<file path="config.mk">
export PLATFORM = sky130hd
export DESIGN_NAME = lsu_wb_queue
export DESIGN_NICKNAME = d
export VERILOG_FILES = /design/src/rtl/lsu_wb_queue.sv
export SDC_FILE = /design/constraint.sdc
export NUM_CORES = 1
export LEC_CHECK = 0
export ABC_CLOCK_PERIOD_IN_PS = 10200
export CELL_PAD_IN_SITES_DETAIL_PLACEMENT = 1
export CELL_PAD_IN_SITES_GLOBAL_PLACEMENT = 1
export CORE_MARGIN = 8
export CORE_UTILIZATION = 45
export CTS_CLUSTER_SIZE = 25
export DETAILED_ROUTE_END_ITERATION = 12
export PLACE_DENSITY = 0.85
export SLEW_MARGIN = 20
export SYNTH_ARGS = -nofsm -noshare
export SYNTH_HDL_FRONTEND = slang
export SYNTH_SLANG_ARGS = --single-unit
</file>
<file path="constraint.sdc">
create_clock -name clk -period 10.2 [get_ports clk]
set_input_delay 3.06 -clock clk [delete_from_list [all_inputs] [get_ports clk]]
set_output_delay 3.06 -clock clk [all_outputs]
set_load 0.02 [all_outputs]
</file>
<file path="src/rtl/lsu_wb_queue.sv">
// In-order writeback queue: buffers ALU results and outstanding loads, masks load data,
// and retires entries to the register file; responses for cancelled loads are absorbed by a drop counter.
module lsu_wb_queue #(
    parameter int DATA_WIDTH = 32,
    parameter int RD_WIDTH   = 5,
    parameter int DEPTH      = 4
) (
    input  logic                  clk,
    input  logic                  rst_n,
    input  logic                  cancel_i,
    input  logic                  hold_i,
    input  logic                  in_valid_i,
    output logic                  in_ready_o,
    input  logic [DATA_WIDTH-1:0] in_result_i,
    input  logic                  in_is_load_i,
    input  logic                  in_wen_i,
    input  logic [RD_WIDTH-1:0]   in_rd_i,
    input  logic [2:0]            in_func3_i,
    input  logic                  in_fence_i,
    input  logic                  mem_data_ok_i,
    input  logic [DATA_WIDTH-1:0] mem_rdata_i,
    output logic                  wb_valid_o,
    input  logic                  wb_ready_i,
    output logic [DATA_WIDTH-1:0] wb_data_o,
    output logic [RD_WIDTH-1:0]   wb_rd_o,
    output logic                  wb_wen_o,
    output logic                  wb_fence_o,
    output logic                  load_pending_o,
    output logic                  empty_o
);

    localparam int PW = $clog2(DEPTH);
    localparam int CW = PW + 1;
    localparam int LW = $clog2(DATA_WIDTH / 8);

    logic [DATA_WIDTH-1:0] result_q [DEPTH];
    logic [DATA_WIDTH-1:0] raw_q    [DEPTH];
    logic [RD_WIDTH-1:0]   rd_q     [DEPTH];
    logic [2:0]            func3_q  [DEPTH];
    logic [DEPTH-1:0]      is_load_q;
    logic [DEPTH-1:0]      wen_q;
    logic [DEPTH-1:0]      fence_q;
    logic [DEPTH-1:0]      dv_q;

    logic [PW-1:0] head_q, head_d, tail_q, tail_d;
    logic [CW-1:0] count_q, count_d, drop_q, drop_d;

    logic [PW-1:0] idx, resp_ptr;
    logic [CW-1:0] pend_cnt;
    logic          resp_found, resp_take, head_byp, enq, commit, is_empty;
    logic [DATA_WIDTH-1:0] head_raw;

    function automatic logic [DATA_WIDTH-1:0] load_mask(
        input logic [DATA_WIDTH-1:0] raw,
        input logic [LW-1:0]         lane,
        input logic [2:0]            f3
    );
        logic [DATA_WIDTH-1:0] b, h, w, r;
        logic [LW-1:0]         lane_h, lane_w;
        lane_h = lane & ~LW'(1);
        lane_w = lane & ~LW'(3);
        b = raw >> {lane, 3'b000};
        h = raw >> {lane_h, 3'b000};
        w = raw >> {lane_w, 3'b000};
        case (f3)
            3'b000:  begin r = {DATA_WIDTH{b[7]}};  r[7:0]  = b[7:0];  end
            3'b001:  begin r = {DATA_WIDTH{h[15]}}; r[15:0] = h[15:0]; end
            3'b010:  begin r = {DATA_WIDTH{w[31]}}; r[31:0] = w[31:0]; end
            3'b100:  begin r = '0; r[7:0]  = b[7:0];  end
            3'b101:  begin r = '0; r[15:0] = h[15:0]; end
            3'b110:  begin r = '0; r[31:0] = w[31:0]; end
            default: r = raw;
        endcase
        return r;
    endfunction

    // Oldest load still waiting for data, scanned in program order from the head.
    always_comb begin
        idx        = head_q;
        resp_ptr   = head_q;
        resp_found = 1'b0;
        pend_cnt   = '0;
        for (int i = 0; i < DEPTH; i++) begin
            idx = head_q + PW'(i);
            if (CW'(i) < count_q && is_load_q[idx] && !dv_q[idx]) begin
                pend_cnt = pend_cnt + 1'b1;
                if (!resp_found) begin
                    resp_found = 1'b1;
                    resp_ptr   = idx;
                end
            end
        end
    end

    always_comb begin
        is_empty   = (count_q == '0);
        resp_take  = mem_data_ok_i && (drop_q == '0) && resp_found;
        head_byp   = resp_take && (resp_ptr == head_q);
        wb_valid_o = !is_empty && (dv_q[head_q] || head_byp);
        commit     = wb_valid_o && wb_ready_i && !hold_i;
        in_ready_o = (count_q < CW'(DEPTH)) && (drop_q == '0) && !cancel_i;
        enq        = in_valid_i && in_ready_o;
        head_raw   = head_byp ? mem_rdata_i : raw_q[head_q];

        empty_o        = is_empty;
        load_pending_o = resp_found;
        wb_wen_o       = wb_valid_o && wen_q[head_q];
        wb_fence_o     = wb_valid_o && fence_q[head_q];
        wb_rd_o        = is_empty ? '0 : rd_q[head_q];
        if (is_empty)
            wb_data_o = '0;
        else if (is_load_q[head_q])
            wb_data_o = load_mask(head_raw, result_q[head_q][LW-1:0], func3_q[head_q]);
        else
            wb_data_o = result_q[head_q];
    end

    always_comb begin
        head_d  = head_q;
        tail_d  = tail_q;
        drop_d  = drop_q;
        count_d = count_q + CW'(enq) - CW'(commit);
        if (enq)    tail_d = tail_q + 1'b1;
        if (commit) head_d = head_q + 1'b1;
        if (drop_q != '0 && mem_data_ok_i) drop_d = drop_q - 1'b1;
        // A response consumed this cycle is never owed again, whether its entry retires or is flushed.
        if (cancel_i) begin
            head_d  = tail_q;
            count_d = '0;
            drop_d  = drop_d + pend_cnt - CW'(resp_take);
        end
    end

    always_ff @(posedge clk) begin
        if (!rst_n) begin
            head_q  <= '0;
            tail_q  <= '0;
            count_q <= '0;
            drop_q  <= '0;
            dv_q    <= '0;
        end else begin
            head_q  <= head_d;
            tail_q  <= tail_d;
            count_q <= count_d;
            drop_q  <= drop_d;
            if (resp_take) dv_q[resp_ptr] <= 1'b1;
            if (enq)       dv_q[tail_q]   <= !in_is_load_i;
        end
    end

    always_ff @(posedge clk) begin
        if (enq) begin
            result_q[tail_q]  <= in_result_i;
            is_load_q[tail_q] <= in_is_load_i;
            wen_q[tail_q]     <= in_wen_i;
            rd_q[tail_q]      <= in_rd_i;
            func3_q[tail_q]   <= in_func3_i;
            fence_q[tail_q]   <= in_fence_i;
        end
        if (resp_take) raw_q[resp_ptr] <= mem_rdata_i;
    end

endmodule

</file>
==> results_dict.tcl <==
set metrics [dict create \
    status "finished clean" \
    cp-start-kind "input pin" \
    synthToLayoutAreaGrowth_pct 20.2 \
    core-area_um2 30300 \
    root_buffer "clkbuf_16" \
    gp_congestion 0.807 \
    fmax_mhz 107 \
    synth_edf_count 300 \
    worst_slack_ns 0.829 \
    grt_pass1_wl_um 53000 \
    timing.hold.ws_ns 0.548 \
    min_path_type "reg -> reg" \
    multi_input_area_um2 4110 \
    cts_tree "yes" \
    routedWlPerCell_um 26.7 \
    h-tree-depth 2 \
    antenna_found_initial 2 \
    regArea_um2 9340 \
    finClkSkew_ns 0.0194 \
    drv_cap 0 \
    grt-ovfl-total 0 \
    drive_gt1_frac 0.173 \
    dieWidth_um 191 \
    yosys.cell_count.top_type "edfxtp_1" \
    synth_flop_cell "edfxtp_1" \
    grt_util_met3 0.0461 \
    postCtsSetupBuffers 0 \
    cts_buffers 34 \
    synth.area.top_cells "edfxtp_1, mux4_2, mux2i_1" \
    ys_ff_latch 316 \
    hpwl_um 23700 \
    path_clk_slew_ns 0.06 \
    crit_start "mem_data_ok_i" \
    rows 64 \
    syn_inst 790 \
    period_share 0.919 \
    fin_crit_ns 9.37 \
    viasPerCell 5.88 \
    cts.hold.buffers_added 0 \
    grt_pass1_vias 8365 \
    cts_sinks 316 \
    start_util 0.453 \
    hold_viol_final 0 \
    finalPower_uw 3120 \
    grt_max_degree 54 \
    use_met2 0.323 \
    async_reset_ff_frac 0 \
    nets 1026 \
    routed_wl_um 35800 \
    drcViolationCount 0 \
    hold_path_depth 1 \
    ys_seq_area_frac 0.681 \
    busiest_layer "met2" \
    setup_viol 0 \
    die_y_um 191 \
    cts_buffer_depth 3 \
    pwr_density_cell_nw_per_um2 190 \
    vias 7907 \
    dpl_worst_slack_ns 0.763 \
    required_ns 7.14 \
    crit_path_end "wb_data_o[17]" \
    maxSlewHeadroom 0.334 \
    r2r-end "drop_q[2]" \
    regToRegStartpoint "head_q[0]" \
    clkLatencyLatePin_ns 0.53 \
    max_slew.worst_pin.slew_ns 0.998 \
    cp-end-kind "output pin" \
    synth_top_area_cell "edfxtp_1" \
    port_buffers 124 \
    yosysWarningCount 0 \
    num_io_pins 125 \
    worst-path-max-fanout 16 \
    rsz0062_at_grt "no" \
    synth_top_area_share 0.657 \
    grtUsageMet1 0.249 \
    cts-resized-gates 0 \
    crit_type "in -> out" \
    syn_area_um2 13700 \
    fillers 2794 \
    syn_area_per_cell_um2 17.3 \
    syn_nets 890 \
    track_usage 0.194 \
    fin_setup_tns_ns 0 \
    arrival_ns 6.31 \
    report.final.slew_viol_count 0 \
    synth_cell_type_count 54 \
    die-area_um2 36300 \
    netlist_top_cells_count "edfxtp_1, mux4_2, mux2i_1, nand2_1, nor2_1" \
    ir_drop_v 0.000146 \
    firstDrtPassIters 8 \
    rrSetupSlack_ns 5.59 \
    leakage_uw 0.00558 \
    r2r_cells 15 \
    worstHoldStart "dv_q[0]" \
    antenna_left 0 \
    drt_iter0_drc 698 \
]
-- cell families (layout without fill, tap and decap cells) --
| family | after synthesis | in the layout | synth area share |
|---|---|---|---|
| buf+inv | 64 | 221 | 0.0216 |
| other cells | 0 | 2 | 0 |
| mux | 138 | 138 | 0.175 |
| fa+ha+maj | 18 | 18 | 0.0175 |
| compound gates | 80 | 80 | 0.0424 |
| xor+xnor | 9 | 9 | 0.00575 |
| simple gates | 165 | 165 | 0.0569 |
| flops | 316 | 316 | 0.681 |
-- per-stage QoR --
stage | util | instance area (um^2) | std cells
3_3_place_gp | 0.508 | 15400 | 1285
2_1_floorplan | - | 13700 | 790
3_5_place_dp | 0.508 | 15400 | 1285
6_report | 0.544 | 16500 | 1345
5_1_grt | 0.544 | 16500 | 1344
4_1_cts | 0.543 | 16400 | 1342
-- area by class of cell --
type,count,share of cell area
diodes,2,0.000304
repair buffers,139,0.0824
flip-flops and latches,316,0.567
clock inverters,17,0.0122
well taps,396,0.0301
inverters,25,0.00570
multi-input cells,410,0.249
clock buffers,40,0.0530
-- power breakdown --
| part | internal [uW] | switching, uW | leakage [uW] |
|---|---|---|---|
| Combinational | 185 | 248 | 0.00221 |
| Clock | 697 | 501 | 0.000524 |
| Sequential | 1470 | 27.3 | 0.00284 |
-- routing by layer --
metal	part of all wire	routed length [um]
met1	0.40	14200
met2	0.50	17800
met3	0.079	2830
met4	0.028	1000
met5	0.00031	11
-- worst min path at each step --
stage	endpoint
2_1_floorplan	dv_q[2]
3_3_place_gp	dv_q[0]
3_5_place_dp	dv_q[1]
4_1_cts	dv_q[0]
5_1_grt	dv_q[1]
6_report	dv_q[0]
-- layout by cell type (no fill, tap or decap), drive strengths merged, types with 3 or more instances in the layout --
cell and instances:
inv 26, mux2 3, nand2 50, ha 16, o211ai 5, mux2i 55, o21ai 12, edfxtp 300
and3 6, nand2b 11, or2 3, mux4 80, bufinv 3, nor3 23, clkbuf 40, nor2b 8
o311a 5, xnor2 9, buf 15, a21oi 26, clkinv 13, nor2 38, dfxtp 16, and2 8
clkdlybuf4s50 124, a22oi 13, nand3 14
-- state kept, by name (all words and copies together) (netlist names), 3 cells and up, named ones only --
name	flops
raw_q	128
result_q	128
rd_q	20
func3_q	12
dv_q	4
fence_q	4
is_load_q	4
wen_q	4
count_q	3
drop_q	3
-- critical path: stages --
cell and delay (ns):
clkdlybuf4s50_1 0.53, nand3b_1 0.29, nor2_1 0.27, o31ai_4 0.16, buf_6 0.20, mux2i_4 0.21
o211ai_4 0.55, nand3_1 0.20, a21oi_1 0.20, clkdlybuf4s50_1 0.63
Power figures use the tool's default switching activity.
